File: config.mk
export PLATFORM = sky130hd
export DESIGN_NAME = fetch_queue
export DESIGN_NICKNAME = d
export VERILOG_FILES = /design/src/rtl/fetch_queue.sv
export SDC_FILE = /design/constraint.sdc
export NUM_CORES = 1
export LEC_CHECK = 0
export BUFFER_PORTS_ARGS = -buffer_cell sky130_fd_sc_hd__buf_2
export CAP_MARGIN = 20
export CELL_PAD_IN_SITES_DETAIL_PLACEMENT = 2
export CELL_PAD_IN_SITES_GLOBAL_PLACEMENT = 2
export CORE_UTILIZATION = 45
export CTS_CLUSTER_DIAMETER = 30
export DETAILED_ROUTE_END_ITERATION = 7
export PLACE_DENSITY_LB_ADDON = 0.1
export SYNTH_ARGS = -nofsm -noshare
export SYNTH_HDL_FRONTEND = slang
export SYNTH_SLANG_ARGS = --single-unit
File: constraint.sdc
create_clock -name clk_i -period 5.7 [get_ports clk_i]
set_clock_uncertainty 0.1 [all_clocks]
set_input_delay 0.285 -clock clk_i [delete_from_list [all_inputs] [get_ports clk_i]]
set_output_delay 0.285 -clock clk_i [all_outputs]
set_load 0.05 [all_outputs]
File: src/rtl/fetch_queue.sv
// rtl/fetch_queue.sv - PC owner and first-word-fall-through fetch queue feeding IF/ID.
// Optional stall/flush counters are built when FETCH_QUEUE_STATS_EN is defined.
module fetch_queue #(
    parameter int          DEPTH    = 4,
    parameter logic [31:0] RESET_PC = 32'd0
) (
    input  logic                     clk_i,
    input  logic                     rst_i,
    output logic [31:0]              imem_addr_o,
    input  logic [31:0]              imem_instr_i,
    input  logic                     redirect_i,
    input  logic [31:0]              redirect_pc_i,
    input  logic                     ready_i,
    output logic                     valid_o,
    output logic [31:0]              instr_o,
    output logic [31:0]              pc_plus4_o,
    output logic [$clog2(DEPTH):0]   count_o
`ifdef FETCH_QUEUE_STATS_EN
    ,
    output logic [31:0]              stall_cycles_o,
    output logic [31:0]              flushed_o
`endif
);

    localparam int PW = $clog2(DEPTH);
    localparam int CW = PW + 1;

    logic [31:0]   pc_q, pc_d;
    logic [PW-1:0] rd_ptr_q, rd_ptr_d;
    logic [PW-1:0] wr_ptr_q, wr_ptr_d;
    logic [CW-1:0] count_q, count_d;
    logic [31:0]   instr_mem_q [DEPTH];
    logic [31:0]   instr_mem_d [DEPTH];
    logic [31:0]   pc4_mem_q   [DEPTH];
    logic [31:0]   pc4_mem_d   [DEPTH];

    logic pop;
    logic push;
    logic unused_redirect_lsbs;

    assign unused_redirect_lsbs = &{1'b0, redirect_pc_i[1:0]};

    assign valid_o     = (count_q != '0);
    assign instr_o     = valid_o ? instr_mem_q[rd_ptr_q] : 32'd0;
    assign pc_plus4_o  = valid_o ? pc4_mem_q[rd_ptr_q]   : 32'd0;
    assign count_o     = count_q;
    assign imem_addr_o = pc_q;

    // A pop frees a slot in the same cycle, so a full queue still pushes when it pops.
    assign pop  = valid_o && ready_i && !redirect_i;
    assign push = !redirect_i && ((count_q != CW'(DEPTH)) || pop);

    always_comb begin
        pc_d        = pc_q;
        rd_ptr_d    = rd_ptr_q;
        wr_ptr_d    = wr_ptr_q;
        count_d     = count_q;
        instr_mem_d = instr_mem_q;
        pc4_mem_d   = pc4_mem_q;
        if (redirect_i) begin
            pc_d     = {redirect_pc_i[31:2], 2'b00};
            rd_ptr_d = '0;
            wr_ptr_d = '0;
            count_d  = '0;
        end else begin
            if (push) begin
                instr_mem_d[wr_ptr_q] = imem_instr_i;
                pc4_mem_d[wr_ptr_q]   = pc_q + 32'd4;
                wr_ptr_d              = wr_ptr_q + PW'(1);
                pc_d                  = pc_q + 32'd4;
            end
            if (pop) begin
                rd_ptr_d = rd_ptr_q + PW'(1);
            end
            case ({push, pop})
                2'b10:   count_d = count_q + CW'(1);
                2'b01:   count_d = count_q - CW'(1);
                default: count_d = count_q;
            endcase
        end
    end

    always_ff @(posedge clk_i) begin
        if (rst_i) begin
            pc_q     <= RESET_PC;
            rd_ptr_q <= '0;
            wr_ptr_q <= '0;
            count_q  <= '0;
        end else begin
            pc_q     <= pc_d;
            rd_ptr_q <= rd_ptr_d;
            wr_ptr_q <= wr_ptr_d;
            count_q  <= count_d;
        end
    end

    // Storage is qualified by count, so it needs no reset.
    always_ff @(posedge clk_i) begin
        instr_mem_q <= instr_mem_d;
        pc4_mem_q   <= pc4_mem_d;
    end

`ifdef FETCH_QUEUE_STATS_EN
    logic [31:0] stall_cycles_q, stall_cycles_d;
    logic [31:0] flushed_q, flushed_d;
    logic [32:0] flushed_sum;

    always_comb begin
        stall_cycles_d = stall_cycles_q;
        flushed_d      = flushed_q;
        flushed_sum    = {1'b0, flushed_q} + 33'(count_q);
        if (valid_o && !ready_i && (stall_cycles_q != 32'hFFFF_FFFF)) begin
            stall_cycles_d = stall_cycles_q + 32'd1;
        end
        if (redirect_i) begin
            flushed_d = flushed_sum[32] ? 32'hFFFF_FFFF : flushed_sum[31:0];
        end
    end

    always_ff @(posedge clk_i) begin
        if (rst_i) begin
            stall_cycles_q <= '0;
            flushed_q      <= '0;
        end else begin
            stall_cycles_q <= stall_cycles_d;
            flushed_q      <= flushed_d;
        end
    end

    assign stall_cycles_o = stall_cycles_q;
    assign flushed_o      = flushed_q;
`endif

endmodule

---- Word level (Yosys, flattened, before mapping) ----
Cells that the tools add are included.
word-level totals
  bits of input ports ..................... 68
  output and inout bits ................... 100
  flip-flop bits (word level) ............. 295
  word-level logic and storage cells ...... 53
operators by class
  bitwise gates (word level) .............. 3
  equal/unequal tests ..................... 3
  multiplexer cells ....................... 15
  add/sub/neg operators ................... 5
  magnitude comparators ................... 3
  reductions and logical operators ........ 11
operators with widths
  kind                                                        number
  2-to-1 mux 32 bit                                           9
  bitwise mux 128 bit                                         2
  binary-select mux 32 bit (select 2 bit)                     2
  demux 32 bit (select 2 bit)                                 1
  adder 32 x 3 -> 32 bit, second input constant               1
  >= comparator 3 bit, second input constant                  2
  NOT 2 -> 3 bit                                              2
  one-hot mux 3 bit (2 select lines)                          1
  adder 2 x 1 -> 2 bit, second input constant                 2
  logical AND 1 bit                                           4
  nonzero test 2 bit                                          2
  adder 3 x 1 -> 3 bit, second input constant                 1
  less-than comparator 3 x 1 -> 1 bit, second input constant  1
  != test 3 bit, second input constant                        1
  nonzero test 3 bit                                          1
  subtractor 3 x 1 -> 3 bit, second input constant            1
  == test 2 x 1 -> 1 bit, second input constant               1
  == test 2 bit, second input constant                        1
  AND reduction 2 bit                                         1
  OR reduction 2 bit                                          1
  logical NOT 1 bit                                           1
  logical OR 1 bit                                            1
  NOT 1 bit                                                   1

---- Depth between registers and ports, before layout ----
Gate-level depths: netlist of the first run.
  depth in word-level cells ............... 7
  gate-level depth with buffers ........... 11
  gate-level depth less buffers ........... 10

---- Worst setup path after synthesis of the first run ----
Ideal clock, no wire load.
  path kind ............................... flip-flop to flip-flop
  from .................................... reg count_q[0] (netlist: count_o[0])
  to ...................................... reg instr_mem_q[0] (netlist name) (enable)
  path buffers ............................ 1
  data required time ...................... 5.174 ns
  cell stages (with the launch flop) ...... 6
  arrival time ............................ 2.936 ns
  period minus slack after synthesis ...... 3.462 ns
  setup slack ............................. 2.238 ns
  library setup time ...................... 0.426 ns
  cell sequence ........................... dfxtp_1 > nor3b_2 > nor2b_1 > nor2_1 > clkbuf_1 > and2_1
between the ends
  longest elaborated chain between the ends .. 6
  elaborated cells on any way between the ends .. 7
  classes of those cells .................. eq/ne (1); reduce/logical (6)
RTL lines
  item                                      line  text
  from (decl)                               31    logic [CW-1:0] count_q, count_d;
  from (signal assigned)                    93    count_q <= count_d;
  nonzero test 3 bit                        43    assign valid_o = (count_q != '0);
  logical AND 1 bit (2 in a row)            50    assign pop = valid_o && ready_i && !redirect_i;
  logical OR 1 bit (*)                      51    assign push = !redirect_i && ((count_q != CW'(DEPTH)) || pop);
  logical AND 1 bit (*)                     51
  AND reduction 2 bit (no source line) (*)  n/a
  to (signal assigned)                      99    instr_mem_q <= instr_mem_d;
  to (decl)                                 32    logic [31:0] instr_mem_q [DEPTH];
Every way passes the cells marked *; elsewhere a longest branch is shown, timed or not.
A chain may end at the register's enable or synchronous reset.

---- Worst setup path in the final report of the first run ----
  from .................................... reg count_q[2] (netlist: count_o[2])
  to ...................................... reg count_q[2] (netlist: count_o[2])
between the ends
  longest elaborated chain between the ends .. 7
  elaborated cells on any way between the ends .. 12
  classes of those cells .................. add/sub (2); eq/ne (3); mux (1); reduce/logical (6)
RTL lines
  item                                                                      line  text
  nonzero test 3 bit                                                        43
  logical AND 1 bit (2 in a row)                                            50
  logical OR 1 bit                                                          51
  logical AND 1 bit                                                         51
  == test 2 x 1 -> 1 bit or == test 2 bit (tied branches)                   75    case ({push, pop})
  one-hot mux 3 bit (2 select lines) or nonzero test 2 bit (tied branches)  n/a
Several ways; a longest one is shown, not always the timed one.

==> results of run 1 <==
==> cell families after synthesis <==
logic type,synth area share
AOI/OAI and AO/OA,0.0307
xor gates and xnor gates,0.0332
muxes,0.126
and+or+nand+nor,0.0899
buffers and inverters,0.0224
DFF,0.689
other,0.000316
adders and majority gates,0.00801
==> cell usage in the layout, fill, tap and decap left out, types with 24 or more instances in the layout <==
master,n
edfxtp_1,248
buf_2,161
clkbuf_16,71
nor2b_1,63
mux4_2,62
dlygate4sd3_1,47
dfxtp_1,35
nor2_1,28
nand2_1,27
a21oi_1,24
==> cell type report <==
type	count	area, µm²
Clock buffer	78	1810
Clock inverter	49	433
Fill cell	2209	10300
Inverter	20	75.1
Multi-Input combinational cell	364	3450
Sequential cell	285	8200
Tap cell	335	419
Timing Repair Buffer	211	1300
==> through the flow <==
stage	setup slack [ps]	std cells	utilization	total power [W]	hold WS, ps
after floorplan	2240	712	-	0.00272	284
after global placement	2520	1168	0.499	0.00283	374
after detailed placement	2200	1168	0.499	0.00286	412
after CTS	1900	1342	0.604	0.00679	1.35
after global routing	1710	1342	0.604	0.00695	22.3
final	1760	1342	0.604	0.00681	2.09
==> path summary, 6_finish.rpt <==
| check | startpoint | to | slack (ps) | cells after the start |
|---|---|---|---|---|
| hold reg to reg | count_o[2] | count_o[2] | 550 | 2 |
| setup / recovery | count_o[2] | count_o[2] | 1760 | 11 |
| hold / removal | redirect_pc_i[27] | imem_addr_o[27] | 2 | 4 |
| setup reg to reg | count_o[2] | count_o[2] | 1760 | 11 |
==> cell usage after synthesis, drive strengths merged, types with 2 or more instances <==
library cell / count
a211oi: 4
a21oi: 24
a31o: 13
and2: 5
and3: 5
and4: 2
buf: 14
clkbuf: 29
dfxtp: 37
edfxtp: 248
ha: 6
inv: 20
mux2i: 9
mux4: 62
nand2: 27
nand3: 13
nand3b: 13
nand4: 9
nor2: 28
nor2b: 63
nor3: 6
nor4: 3
o21a: 5
o21ai: 4
o31a: 2
or2: 2
xnor2: 23
xor2: 22
==> metal layers <==
layer | vias up | global-route usage
met1 | 4100 | 0.404
met2 | 359 | 0.558
met5 | - | 0
met3 | 96 | 0.0547
li1 | 3226 | -
met4 | 0 | 0.128
==> state kept, by name, indices dropped and copies added, names as in the netlist <==
register     count
imem_addr_o     30
wr_ptr_q         2
count_o          3
pc4_mem_q      120
instr_mem_q    128
rd_ptr_q         2
==> repair_timing <==
item | CTS | global route
hold buffers | 47 | 0
hold endpoints to repair | 143 | 0
setup buffers | 0 | 0
endpoints found under the setup margin | 0 | 0
==> report_power, final <==
| group | switching (W) | total, W | internal (W) | leakage (nW) |
|---|---|---|---|---|
| clock network | 0.00141 | 0.00393 | 0.00252 | 1.10 |
| registers | 0.0000585 | 0.00241 | 0.00235 | 2.63 |
| logic | 0.000327 | 0.000473 | 0.000146 | 2.13 |
==> worst max-delay path, delay by kind of cell, from the launching register on <==
kind | cells | cell delay, ps
and+or+nand+nor | 4 | 1650
adders and majority gates | 2 | 710
buffers and inverters | 3 | 560
DFF | 1 | 460
xor gates and xnor gates | 1 | 210
AOI/OAI and AO/OA | 1 | 180
==> reports/metrics.cfg, run 1 <==
[worst_setup_path]
crit_path_max_fanout=11
crit_top_cell=inv_1
crit_chain=nor3b_2, nor2b_1, nor2_1, buf_4, inv_1, ha_1, inv_1, fa_1, xor2_1, or3_1, a21oi_1
startpoint_type=flip-flop
worstPathArrival_ps=4310
required_ps=6070
cp_slowest_cell=nor3b_2
cpPeakStageDelay_ps=690
worst-setup-path-type=reg -> reg
end_kind=flip-flop

[route]
viasPerCell=5.80
met2_length_um=21800
wl_met3_um=2270
wl_met1_um=16700
wl_per_cell_um=31.5
drt_wl_total_um=42200
drt_iter0_drc=573
vias=7781
topRoutingLayerUsed=met4
ant_nets=0
drc=0
drt_pass1_iterations=5

[finish]
antenna_cells=0
fin_nets=1026
drive_above_1_share=0.364
syn_to_final_growth_pct=32.0
stdcell_area_mm2=0.0157

[clocking]
cts_resized=0
cts_tree=done
cts-buffers-inserted=69
clkTransAtPathRegs_ps=50
clkLatencyLatePin_ps=570
cts_max_path_buffers=3
ctsRootBufferMaster=clkbuf_16
cts_sinks=285
h-tree-depth=3

[timing]
setup_viol=0
tightest_slew_ps=1040
final-hold-violation-count=0
max_slew_margin=0.305
fin_crit_ps=3940
rsz0062_at_grt=false
setup_tns_ps=0
timing.final.crit_share=0.691
fmax_mhz=254
slew_violations=0

[power_and_ir_drop]
powerDensity_mw_per_mm2=435
cellLeakagePower_nw=5.85
max-vdd-ir-drop_mv=0.252

[global_route]
grt_pass1_vias=8571
overflow=0
grt_first_pass_wirelength_um=61000
grt_max_degree=64
grt_usage=0.323
antenna_found_initial=0

[yosys]
async_reset_ff_frac=0
synthesis.area_mm2=0.0119
synth_largest_area_cell=edfxtp_1
synth_edf_count=248
synth.top_cell.area_share=0.627
synthCells=709
synth_ff_type=edfxtp_1
yosys_warnings=0
synth.avg_cell_area_um2=16.8
synth-seq-area-share=0.689
ys_ff_latch=285
synth_cell_types=45
synth_area_leaders=edfxtp_1, mux4_2, dfxtp_1, nor2b_1, xnor2_1

[job]
max-cap-violations=0

[floorplanning]
dieWidth_um=164
rows=59
dieArea_mm2=0.0270
pin_count=168
core_mm2=0.0260
start_util=0.457
die_height_um=164

[status]
outcome=finished, final reports clean

[hold_path]
hold_class=in -> reg

[placement]
dpl-instance-area_mm2=0.0130
portBuffers=161
place.gp.congestion=0.805
hpwlAfterDp_um=20000

Note: power is estimated with default switching activity, not from simulation.
==> run 2, diff against run 1 <==
Settings changed: ABC_AREA set to 1, CORE_UTILIZATION 45 to 38.
Clock period 5.7 ns to 3.9 ns, I/O delays scaled along.
==> run 2 against run 1 <==
- worst hold slack better by 120 ps
- sequential power is 45% higher
- critical path depth is 5 lower
- critical path type is now reg -> out
==> reports/metrics.cfg, run 2 <==
[placement]
place.gp.congestion=0.731  ; was 0.805
dpl-instance-area_mm2=0.0134  ; was 0.0130 mm²
hpwlAfterDp_um=21700  ; was 20000 µm
portBuffers=161  ; unchanged

[clocking]
cts_sinks=285  ; unchanged
clkLatencyLatePin_ps=550  ; was 570 ps
cts-buffers-inserted=67  ; was 69
post_cts_buffers=0  ; unchanged
h-tree-depth=3  ; unchanged
cts_max_path_buffers=3  ; unchanged
ctsRootBufferMaster=clkbuf_16  ; unchanged
clkTransAtPathRegs_ps=40  ; was 50 ps
cts_tree=done  ; unchanged

[hold_path]
hold_end=wr_ptr_q[0]  ; was imem_addr_o[27]
worstHoldStart=redirect_i  ; was redirect_pc_i[27]
hold_class=in -> reg  ; unchanged
hold_depth=5  ; was 4

[floorplanning]
start_util=0.386  ; was 0.457
dieArea_mm2=0.0327  ; was 0.0270 mm²
pin_count=168  ; unchanged
core_mm2=0.0315  ; was 0.0260 mm²
die_height_um=181  ; was 164 µm
rows=65  ; was 59
dieWidth_um=181  ; was 164 µm

[route]
drt_iter0_drc=405  ; was 573
vias=9390  ; was 7781
wl_per_cell_um=21.7  ; was 31.5 µm
drc=0  ; unchanged
ant_nets=0  ; unchanged
drt_wl_total_um=39300  ; was 42200 µm
drt_pass1_iterations=5  ; unchanged
viasPerCell=5.19  ; was 5.80

[timing]
max_slew_margin=0.348  ; was 0.305
timing.final.crit_share=0.759
rsz0062_at_grt=false  ; unchanged
tightest_slew_ps=976  ; was 1040 ps
fin_crit_ps=2960
setup_tns_ps=0  ; unchanged
holdWs_ps=119  ; was 2.09 ps
final-hold-violation-count=0  ; unchanged
slew_violations=0  ; unchanged
fmax_mhz=338
setup_viol=0  ; unchanged

[worst_setup_path]
end_kind=output port  ; was flip-flop
crit_path_max_fanout=43  ; was 11
required_ps=3610  ; was 6070 ps
crit_buf_inv=3  ; unchanged
worstPathArrival_ps=2670  ; was 4310 ps
rr_startpoint=count_o[1]  ; was count_o[2]
reg2reg_setup_slack_ps=1530  ; was 1760 ps
reg2reg_depth=10  ; was 11
cp_slowest_cell=inv_2  ; was nor3b_2
critPathTopFamily=buffers and inverters  ; was simple AND/OR/NAND/NOR gates
reg2reg_to=count_o[2]  ; unchanged
startpoint_type=flip-flop  ; unchanged
worst-setup-path-type=reg -> out  ; was reg -> reg
crit_chain=inv_2, buf_4, nor2_1, o21ai_0, a21oi_1, buf_2  ; was nor3b_2, nor2b_1, nor2_1, buf_4, inv_1, ha_1, inv_1, fa_1, xor2_1, or3_1, a21oi_1
cpPeakStageDelay_ps=700  ; was 690 ps

[yosys]
yosys_warnings=0  ; unchanged
synth_area_leaders=edfxtp_1, nor2_1, dfxtp_1, o21ai_0, a21oi_1  ; was edfxtp_1, mux4_2, dfxtp_1, nor2b_1, xnor2_1
synth-seq-area-share=0.674  ; was 0.689
synth_edf_count=248  ; unchanged
synth_commonest_cells=nor2_1, edfxtp_1, o21ai_0, nand2_1, a21oi_1  ; was edfxtp_1, nor2b_1, mux4_2, dfxtp_1
synth_largest_area_cell=edfxtp_1  ; unchanged
synth.avg_cell_area_um2=11.0  ; was 16.8 µm²
synth_most_common_cell=nor2_1  ; was edfxtp_1
synth_cell_types=33  ; was 45
synth_ff_type=edfxtp_1  ; unchanged
async_reset_ff_frac=0  ; unchanged
synth.top_cell.area_share=0.613  ; was 0.627
ys_ff_latch=285  ; unchanged
synthCells=1105  ; was 709
synthesis.area_mm2=0.0122  ; was 0.0119 mm²

[status]
outcome=finished, final reports clean  ; unchanged

[job]
max-cap-violations=0  ; unchanged

[finish]
final_common_cell=nor2_1  ; was edfxtp_1
regMostFlops=instr_mem_q  ; unchanged
most-common-layout-cells=nor2_1, edfxtp_1, buf_2  ; was edfxtp_1, buf_2, clkbuf_16
drive_above_1_share=0.233  ; was 0.364
largest_reg_flops=128  ; unchanged
antenna_cells=0  ; unchanged
fin_nets=1428  ; was 1026
syn_to_final_growth_pct=35.4  ; was 32.0%
stdcell_area_mm2=0.0165  ; was 0.0157 mm²
nFillCells=3112  ; was 2209

[global_route]
overflow=0  ; unchanged
antenna_found_initial=0  ; unchanged
grt_first_pass_wirelength_um=61500  ; was 61000 µm
grt_usage=0.246  ; was 0.323
grt_pass1_vias=10919  ; was 8571
grt_max_degree=128  ; was 64

[power_and_ir_drop]
max-vdd-ir-drop_mv=0.366  ; was 0.252 mV
cellLeakagePower_nw=6.41  ; was 5.85 nW
powerDensity_mw_per_mm2=614  ; was 435 mW/mm²
power_w=0.0101  ; was 0.00681 W

==> run 2: changes by cell type after synthesis, moves of 13 or more <==
cell and change:
nor2_1 +255, o21ai_0 +127, nand2_1 +83, nor2b_1 -63, a21oi_1 +62, mux4_2 -62, a22oi_1 +22, xor2_1 -19
xnor2_1 -18, a31o_2 -13, nand2_2 +13
==> run 2: layer usage <==
| layer | vias to the layer above | part of all wire | track usage |
|---|---|---|---|
| li1 | 4346 | - | - |
| met1 | 4748 | 0.41 | 0.290 |
| met2 | 233 | 0.53 | 0.453 |
| met3 | 63 | 0.037 | 0.0381 |
| met4 | 0 | 0.019 | 0.0827 |
| met5 | - | 0 | 0 |
==> run 2: logic make-up (layout without fill, tap and decap cells) <==
family / after synthesis / after routing / synth area share
flip-flops: 285 / 285 / 0.674
AO/OA/AOI/OAI: 253 / 253 / 0.111
AND/OR/NAND/NOR: 447 / 447 / 0.158
adder cells (fa/ha/maj): 7 / 7 / 0.00782
other: 1 / 4 / 0.000309
XOR/XNOR: 15 / 15 / 0.0151
buffers and inverters: 97 / 395 / 0.0338
==> run 2: area by class of cell <==
class | instances | area, µm² | area share
Clock buffer | 83 | 1830 | 0.111
Clock inverter | 39 | 577 | 0.0351
Inverter | 35 | 133 | 0.00806
Multi-Input combinational cell | 726 | 3600 | 0.219
Sequential cell | 285 | 8190 | 0.498
Tap cell | 402 | 503 | 0.0306
Timing Repair Buffer | 238 | 1620 | 0.0984
==> run 2: worst register-to-register path: stages, from the launching register on <==
cell and delay, ps:
dfxtp_1 330, nor2_1 200, nand3_1 180, nand2_2 300, ha_1 220, inv_1 70
fa_1 380, a21oi_1 140, o21ai_0 120, o21ai_0 160, a21oi_1 50
==> run 2: power breakdown <==
part           internal, W  switching [W]
combinational     0.000181       0.000480
sequential         0.00344      0.0000569
clock              0.00423        0.00172
total              0.00785        0.00225
==> run 2: stage by stage <==
stage | instances | worst slack [ps] | util
floorplan | 1108 | -342 | -
global placement | 1622 | 1570 | 0.426
detailed placement | 1622 | 1460 | 0.426
CTS | 1808 | 852 | 0.523
global route | 1808 | 776 | 0.523
finish | 1808 | 939 | 0.523
==> run 2: worst max-delay path by stage <==
stage	startpoint	to	slack [ps]	cells after the start
floorplan	count_o[1]	instr_mem_q[0]	-340	4
global placement	rd_ptr_q[1]	instr_o[14]	1570	6
detailed placement	rd_ptr_q[1]	instr_o[14]	1460	6
CTS	rd_ptr_q[1]	instr_o[19]	850	6
global route	rd_ptr_q[1]	instr_o[19]	780	6
finish	rd_ptr_q[1]	instr_o[19]	940	6
==> run 2: repair_timing <==
action	in CTS	in global routing
hold buffers	64	0
resized for setup	0	0
hold endpoints to repair	159	0
==> run 3, diff against run 2 <==
Settings changed: CORE_UTILIZATION 38 to 34.
Clock period 3.9 ns to 2.4 ns, I/O delays scaled along.
==> run 3 against run 2 <==
- cell area grew 4.0%
- sequential power grew 62%
- critical endpoint is now instr_o[16]
- clock power grew 60%
- wire length grew 0.30%
- combinational power grew 72%
- power grew 62%
- largest cell class unchanged
==> reports/metrics.cfg, run 3 (synthesis gave the netlist of run 2 again) <==
[finish]
final_common_cell=nor2_1  ; unchanged
stdcell_area_mm2=0.0171  ; was 0.0165 mm²
most-common-layout-cells=nor2_1, edfxtp_1, buf_2  ; unchanged
drive_above_1_share=0.255  ; was 0.233
multiInputGateArea_mm2=0.00363  ; was 0.00360 mm²
largest_reg_flops=128  ; unchanged
syn_to_final_growth_pct=40.7  ; was 35.4%
utilization=0.490  ; was 0.523
fin_nets=1464  ; was 1428
nFillCells=3486  ; was 3112
antenna_cells=0  ; unchanged
regMostFlops=instr_mem_q  ; unchanged
fin_cells=1903  ; was 1808
ff_latch_area_mm2=0.00820  ; was 0.00819 mm²

[route]
ant_nets=0  ; unchanged
drt_wl_total_um=39400  ; was 39300 µm
drc=0  ; unchanged
drt_iter0_drc=312  ; was 405
drt_pass1_iterations=4  ; was 5
vias=9473  ; was 9390
viasPerCell=4.98  ; was 5.19
wl_per_cell_um=20.7  ; was 21.7 µm

[power_and_ir_drop]
max-vdd-ir-drop_mv=0.490  ; was 0.366 mV
cellLeakagePower_nw=6.63  ; was 6.41 nW
power_w=0.0163  ; was 0.0101 W
powerDensity_mw_per_mm2=954  ; was 614 mW/mm²

[clocking]
h-tree-depth=3  ; unchanged
cts_max_path_buffers=3  ; unchanged
cts-buffers-inserted=77  ; was 67
cts_tree=done  ; unchanged
clkLatencyLatePin_ps=570  ; was 550 ps
cts_sinks=285  ; unchanged
clkTransAtPathRegs_ps=40  ; about the same
ctsRootBufferMaster=clkbuf_16  ; unchanged

[floorplanning]
start_util=0.348  ; was 0.386
dieWidth_um=191  ; was 181 µm
core_mm2=0.0349  ; was 0.0315 mm²
die_height_um=191  ; was 181 µm
pin_count=168  ; unchanged
rows=68  ; was 65
dieArea_mm2=0.0365  ; was 0.0327 mm²

[timing]
rsz0062_at_grt=true  ; was false
setup_viol=0  ; unchanged
max_slew_margin=0.556  ; was 0.348
fin_crit_ps=2350
tightest_slew_ps=661  ; was 976 ps
fmax_mhz=425
timing.final.crit_share=0.979
slew_violations=0  ; unchanged
setup_ws_ps=49.5  ; was 939 ps
final-hold-violation-count=0  ; unchanged

[placement]
place.gp.congestion=0.747  ; was 0.731
hpwlAfterDp_um=22300  ; was 21700 µm
pre_cts_ws_ps=284  ; was 1460 ps
dpl-instance-area_mm2=0.0137  ; was 0.0134 mm²
place_inst=1688  ; was 1622
portBuffers=161  ; unchanged

[global_route]
grt_first_pass_wirelength_um=59000  ; was 61500 µm
grt_max_degree=63  ; was 128
antenna_found_initial=0  ; unchanged
overflow=0  ; unchanged
grt_pass1_vias=10611  ; was 10919
grt_usage=0.215  ; was 0.246

[worst_setup_path]
required_ps=2180  ; was 3610 ps
startpoint_type=flip-flop  ; unchanged
end_kind=output port  ; unchanged
worstPathArrival_ps=2130  ; was 2670 ps
worst-setup-path-type=reg -> out  ; unchanged
crit_path_max_fanout=18  ; was 43

[hold_path]
hold_class=in -> reg  ; unchanged

[job]
max-cap-violations=0  ; unchanged

[status]
outcome=finished, final reports clean  ; unchanged

## run 3: timing repair
action | 4_1_cts | 5_1_grt
setup endpoints to repair | 52 | 27
hold endpoints to repair | 165 | 0
cloned | 0 | 3
hold buffers | 71 | 0
setup buffers | 1 | 2
gates resized for setup | 9 | 38
pin swaps | 0 | 0
## run 3: through the flow
stage	setup TNS, ps	hold slack [ps]
finish	0	207
global route	-356	208
CTS	0	187
detailed placement	0	239
global placement	0	233
floorplan	0	119
## run 3: worst max-delay path, cell delays in order (launching register included)
cell and delay, ps:
dfxtp_4 480, buf_4 200, clkbuf_16 180, nor2_1 60, nor2_1 80, o21ai_0 120, a21oi_1 200, buf_4 230
## run 3: area by class of cell
class | count | share of cell area
inverter | 35 | 0.00805
clock inverter | 41 | 0.0207
multi-input combinational | 726 | 0.212
timing repair buffer | 264 | 0.124
clock buffer | 97 | 0.122
tap | 455 | 0.0333
sequential | 285 | 0.480
## run 3: metal layers
metal | GRT usage | up-vias | wire length [µm]
met5 | 0 | - | 0
met4 | 0.0772 | 0 | 861
met3 | 0.0413 | 63 | 1730
met2 | 0.383 | 233 | 20100
met1 | 0.256 | 4757 | 16800
li1 | - | 4420 | -
## run 3: path summary, 6_finish.rpt
| check | endpoint | slack (ps) | depth (start not counted) | from |
|---|---|---|---|---|
| worst max-delay path | instr_o[16] | 50 | 7 | rd_ptr_q[0] |
| worst min-delay path | instr_mem_q[42] | 210 | 2 | imem_instr_i[10] |
| worst max register to register | imem_addr_o[29] | 60 | 9 | imem_addr_o[10] |
| worst min register to register | wr_ptr_q[0] | 420 | 1 | wr_ptr_q[0] |
## run 3: report_power, final
part / switching [W] / internal (W) / leakage (nW) / total [W]
Sequential: 0.0000905 / 0.00559 / 2.61 / 0.00568
Combinational: 0.000792 / 0.000349 / 2.84 / 0.00114
Clock: 0.00291 / 0.00659 / 1.18 / 0.00950
Total: 0.00379 / 0.0125 / 6.63 / 0.0163
